[src/rtl/reg_scoreboard.sv]
// Register write scoreboard between ID and WB: per-register pending-write counters,
// a combinational issue-ready answer, a saturating stall counter and a sticky error flag.
module reg_scoreboard #(
    parameter int NUM_REGS = 32,
    parameter int ADDR_W   = 5,
    parameter int CNT_W    = 2,
    parameter int STALL_W  = 16
) (
    input  logic                i_CLK,
    input  logic                i_RSTn,
    input  logic                i_Issue_Valid,
    input  logic                i_Issue_RegWrite,
    input  logic [ADDR_W-1:0]   i_Issue_Dst,
    input  logic [ADDR_W-1:0]   i_Issue_Src1,
    input  logic                i_Issue_Src1_Used,
    input  logic [ADDR_W-1:0]   i_Issue_Src2,
    input  logic                i_Issue_Src2_Used,
    output logic                o_Issue_Ready,
    input  logic                i_WB_Valid,
    input  logic [ADDR_W-1:0]   i_WB_Dst,
    input  logic                i_Flush,
    output logic [NUM_REGS-1:0] o_Busy_Vec,
    output logic                o_Empty,
    output logic [STALL_W-1:0]  o_Stall_Cnt,
    output logic                o_Error
);

    localparam logic [CNT_W-1:0]   CNT_MAX   = '1;
    localparam logic [STALL_W-1:0] STALL_MAX = '1;

    function automatic logic [STALL_W-1:0] sat_inc(input logic [STALL_W-1:0] v);
        return (v == STALL_MAX) ? v : v + STALL_W'(1);
    endfunction

    logic [CNT_W-1:0]    cnt_q   [NUM_REGS];
    logic [CNT_W-1:0]    cnt_nxt [NUM_REGS];
    logic [NUM_REGS-1:0] busy;
    logic [NUM_REGS-1:0] inc_v;
    logic [NUM_REGS-1:0] dec_v;
    logic                haz_src1;
    logic                haz_src2;
    logic                dst_full;
    logic                ready;
    logic                accept;
    logic                err_set;
    logic [STALL_W-1:0]  stall_q;
    logic                err_q;

    // Hazard detection looks only at registered counts; a same-cycle WB does not bypass.
    always_comb begin
        haz_src1 = i_Issue_Src1_Used && (i_Issue_Src1 != '0) && (cnt_q[i_Issue_Src1] != '0);
        haz_src2 = i_Issue_Src2_Used && (i_Issue_Src2 != '0) && (cnt_q[i_Issue_Src2] != '0);
        dst_full = i_Issue_RegWrite && (i_Issue_Dst != '0) && (cnt_q[i_Issue_Dst] == CNT_MAX);
        ready    = !(haz_src1 || haz_src2 || dst_full);
        accept   = i_Issue_Valid && ready;
    end

    always_comb begin
        busy  = '0;
        inc_v = '0;
        dec_v = '0;
        for (int r = 1; r < NUM_REGS; r++) begin
            busy[r]  = (cnt_q[r] != '0);
            inc_v[r] = accept && i_Issue_RegWrite && (i_Issue_Dst == ADDR_W'(r));
            dec_v[r] = i_WB_Valid && (i_WB_Dst == ADDR_W'(r));
        end
    end

    // Next counts: flush wins; a matched increment/decrement pair leaves the count alone.
    always_comb begin
        for (int r = 0; r < NUM_REGS; r++) begin
            cnt_nxt[r] = cnt_q[r];
            if (i_Flush) begin
                cnt_nxt[r] = '0;
            end else if (inc_v[r] && !dec_v[r]) begin
                cnt_nxt[r] = cnt_q[r] + CNT_W'(1);
            end else if (dec_v[r] && !inc_v[r] && busy[r]) begin
                cnt_nxt[r] = cnt_q[r] - CNT_W'(1);
            end
        end
        cnt_nxt[0] = '0;
        err_set = !i_Flush && (|(dec_v & ~inc_v & ~busy));
    end

    always_ff @(posedge i_CLK or negedge i_RSTn) begin
        if (!i_RSTn) begin
            for (int r = 0; r < NUM_REGS; r++) begin
                cnt_q[r] <= '0;
            end
            stall_q <= '0;
            err_q   <= 1'b0;
        end else begin
            cnt_q <= cnt_nxt;
            if (i_Issue_Valid && !ready) begin
                stall_q <= sat_inc(stall_q);
            end
            err_q <= err_q | err_set;
        end
    end

    assign o_Issue_Ready = ready;
    assign o_Busy_Vec    = busy;
    assign o_Empty       = ~|busy;
    assign o_Stall_Cnt   = stall_q;
    assign o_Error       = err_q;

endmodule
[config.mk]
export PLATFORM = sky130hd
export DESIGN_NAME = reg_scoreboard
export DESIGN_NICKNAME = d
export VERILOG_FILES = /design/src/rtl/reg_scoreboard.sv
export SDC_FILE = /design/constraint.sdc
export NUM_CORES = 1
export LEC_CHECK = 0
export ABC_AREA = 1
export CAP_MARGIN = 20
export CORE_UTILIZATION = 25
export CTS_CLUSTER_DIAMETER = 100
export DETAILED_ROUTE_END_ITERATION = 8
export GPL_ROUTABILITY_DRIVEN = 0
export GPL_TIMING_DRIVEN = 0
export PLACE_DENSITY = 0.48
export SYNTH_ARGS = -nofsm -noshare
export SYNTH_HDL_FRONTEND = slang
export SYNTH_SLANG_ARGS = --single-unit
[constraint.sdc]
create_clock -name i_CLK -period 3.4 [get_ports i_CLK]
set_input_delay 1.02 -clock i_CLK [delete_from_list [all_inputs] [get_ports i_CLK]]
set_output_delay 1.02 -clock i_CLK [all_outputs]
set_load 0.05 [all_outputs]
==> results.txt <==
Outcome: complete, but fails checks
Failing checks: negative setup slack
Hold Startpoint: o_Error
Post-synth EDFFs: 0
Detail Route Antenna Nets: 0
Crit-path cells: buf_12, inv_6, nor2_4, buf_8, a21oi_2, nand2_1, nand2_1, nand2_1, o21ai_0, nand2_1, nand3_4, nand2_4, inv_2, buf_8
Final-report setup violation count: 2
Grt total ovfl: 0
Register bit count reported by yosys: 79
Register clock-pin slew on the reported worst setup and hold paths: 70 ps
Top post-synthesis cells by area: dfrtp_1 (28%), nand2_1 (17%), nor2_1 (9.7%), nand3_1 (8.8%), inv_1 (7.8%)
Layout Nets: 1,307
Final setup TNS: -117 ps
Vias in the first global route: 7,385
Clock Path Buffers: 2
CTS Buf Count: 9
Post-CTS Hold Buffers: 0
Hold slack: 462 ps
Die area: 28,900 µm²
Syn Nets: 1,198
Reg-to-reg critical path endpoint: o_Error
Syn Area/Cell: 6.03 µm²
Drt via density: 4.93
Die Wd: 170 µm
Wire per inst: 18.0 µm
Worst Path Required: 2380 ps
Fillcell total: 3,133
Starting density of the core: 0.254
Pre-CTS setup slack: -1420 ps
Max Cap Viol: 0
Gr usage total: 0.208
Pin count of the biggest net entering global routing: 47
Pwr dens: 405 nW/µm²
Die span in y: 170 µm
Seq/Total Area, Yosys: 0.280
Top cell type's share of synthesized area: 0.280
Hold Vio Cnt, Final: 0
Layout cells sized above 1: 0.123
Ys Warns: 0
Mapped Area: 7050 µm²
Fmax: 287 MHz
Most frequent CP cell: nand2_1
# port buffers: 74
VDD IR max: 0.202 mV
Min Tclk post-route: 3480 ps
Largest area contributor in the netlist: dfrtp_1
Synth async-reset ratio: 1.00
Critical path capture point type: output port
Setup crit start kind: input port
CP Class: input port to output port
Crit path max fanout: 8
Unrepaired setup endpoints after global routing: yes
DP HPWL: 23.2 mm
CP bufs+invs: 5
CTS tree: built
Slew headroom: 0.385
Total Wirelength: 29.9 mm
R2R Setup Slk: 190 ps
Crit-path slowest cell: a21oi_2
Wire length of the first global-routing pass: 44.5 mm
RR Startpoint: cnt_q[3]
Mapped Cells: 1,169
WP data arrival: 2460 ps
CORE AREA: 27,800 µm²
# DRC: 0
Leak Pwr: 4.21 nW
H-tree levels: 3
Clock skew: 10.8 ps
Total count of max-transition violations in the final report: 0
Hold path depth: 2
Ant. Diodes: 0
Pre-antenna DRT Iters: 7
Worst skew pair latency: 360 ps
Layout Cell Area excl Fill: 9070 µm²
Slew @ Worst Pin: 922 ps
Main synth FF type: dfrtp_1
Clk sink count: 79
I/O pin count: 79
Reg2reg path depth: 20
CP delay by family, top: simple AND/OR/NAND/NOR gates
Period utilisation layout: 1.02
Root Buffer: clkbuf_16
Rows: 61
Worst Setup Slack, final: -80.7 ps
CP peak stage delay: 220 ps
Via count: 8,187
HP Class: flip-flop to flip-flop
Post-synthesis cell type count: 43
Number of antenna violations at the first check in global routing: 0
P&R area growth vs syn: 28.6%
Placed Area: 8290 µm²
Initial drt markers: 855
Hold EP: o_Error
-- report_power, final --
group          total, W  internal [W]  switching (W)
sequential      0.00119       0.00105       0.000139
clock          0.000990      0.000527       0.000463
combinational   0.00149      0.000456        0.00104
-- cells in the mapped netlist (2+ instances only) --
library cell    n
inv_1         146
nand2_1       317
dfrtp_1        79
mux2_2          4
or2_1           9
o22ai_1         3
clkbuf_1       15
nor3_1          5
o211ai_1        3
buf_4           7
nand3_1       124
inv_2           7
o21ai_0        84
xor2_1         15
nand3b_1       23
nor4_1          8
xnor2_1        13
a21oi_1        24
nor2_2          7
nor2_1        183
nand4_1        32
nor2_4          3
buf_6           4
clkinv_1        2
buf_2           6
o21ai_1        18
o221ai_1        4
nand3_2         2
nand4_2         8
-- registers in the layout, indices dropped and copies added, names as in the netlist --
signal / cells
cnt_q: 62
o_Error: 1
o_Stall_Cnt: 16
-- cells by family after synthesis --
group / count (synthesis) / synth area share
DFF: 79 / 0.280
AOI/OAI and AO/OA: 138 / 0.103
adders and majority gates: 1 / 0.00177
other: 1 / 0.000532
and+or+nand+nor: 728 / 0.462
xor gates and xnor gates: 28 / 0.0348
muxes: 5 / 0.00798
buffers and inverters: 189 / 0.110
-- area by class of cell --
| class | count | area [µm²] | area share |
|---|---|---|---|
| sequential | 79 | 1980 | 0.218 |
| timing repair buffer | 98 | 932 | 0.103 |
| clock inverter | 6 | 53.8 | 0.00593 |
| multi-input combinational | 901 | 4540 | 0.501 |
| inverter | 156 | 609 | 0.0672 |
| clock buffer | 10 | 239 | 0.0263 |
| tap | 378 | 473 | 0.0521 |
| buffer | 33 | 243 | 0.0268 |
-- metrics by stage --
stage	power, W	util	cells
after floorplan	0.00206	-	1169
after global placement	0.00259	0.298	1621
after detailed placement	0.00260	0.298	1622
after CTS	0.00366	0.321	1652
after global routing	0.00387	0.326	1661
final	0.00367	0.326	1661
-- worst min-delay path: cells and delay by family (launching register included) --
kind	cells	cell delay, ps
flops	1	340
simple gates	1	50
buf+inv	1	40
-- cell usage in the layout, fill, tap and decap left out, types with 9 or more instances in the layout --
cell type	count
nand4_1	32
inv_2	11
nand2_1	310
a21oi_1	20
o21ai_1	26
xor2_1	15
clkdlybuf4s50_1	60
o21ai_0	76
clkbuf_16	9
clkbuf_1	14
dfrtp_1	79
nor2_2	11
nand3_1	121
or2_1	9
xnor2_1	13
nor2_4	18
inv_1	137
nor2_1	164
nand3b_1	23
buf_4	30
-- routing by layer --
metal,GRT usage,share of wire,up-vias
li1,-,-,3991
met1,0.285,0.45,3845
met2,0.326,0.44,288
met3,0.0323,0.071,63
met4,0.0807,0.037,0
met5,0,0,-
-- worst max-delay path by stage --
stage | cells past startpoint | slack (ps) | startpoint | end
after CTS | 15 | -50 | i_Issue_Dst[0] | o_Issue_Ready
after detailed placement | 13 | -1420 | i_Issue_Src1[0] | o_Issue_Ready
after global routing | 14 | -130 | i_Issue_Src2[1] | o_Issue_Ready
after global placement | 1 | -1970 | i_RSTn | cnt_q[45]
after floorplan | 13 | 20 | i_Issue_Dst[1] | o_Issue_Ready
final | 14 | -80 | i_Issue_Dst[1] | o_Issue_Ready
-- timing repair --
| item | in CTS | in global routing |
|---|---|---|
| buffers inserted | 14 | 9 |
| gates resized for setup | 130 | 29 |
| pin swaps | 15 | 17 |
| setup endpoints to repair | 67 | 3 |
Note: power is estimated with default switching activity, not from simulation.
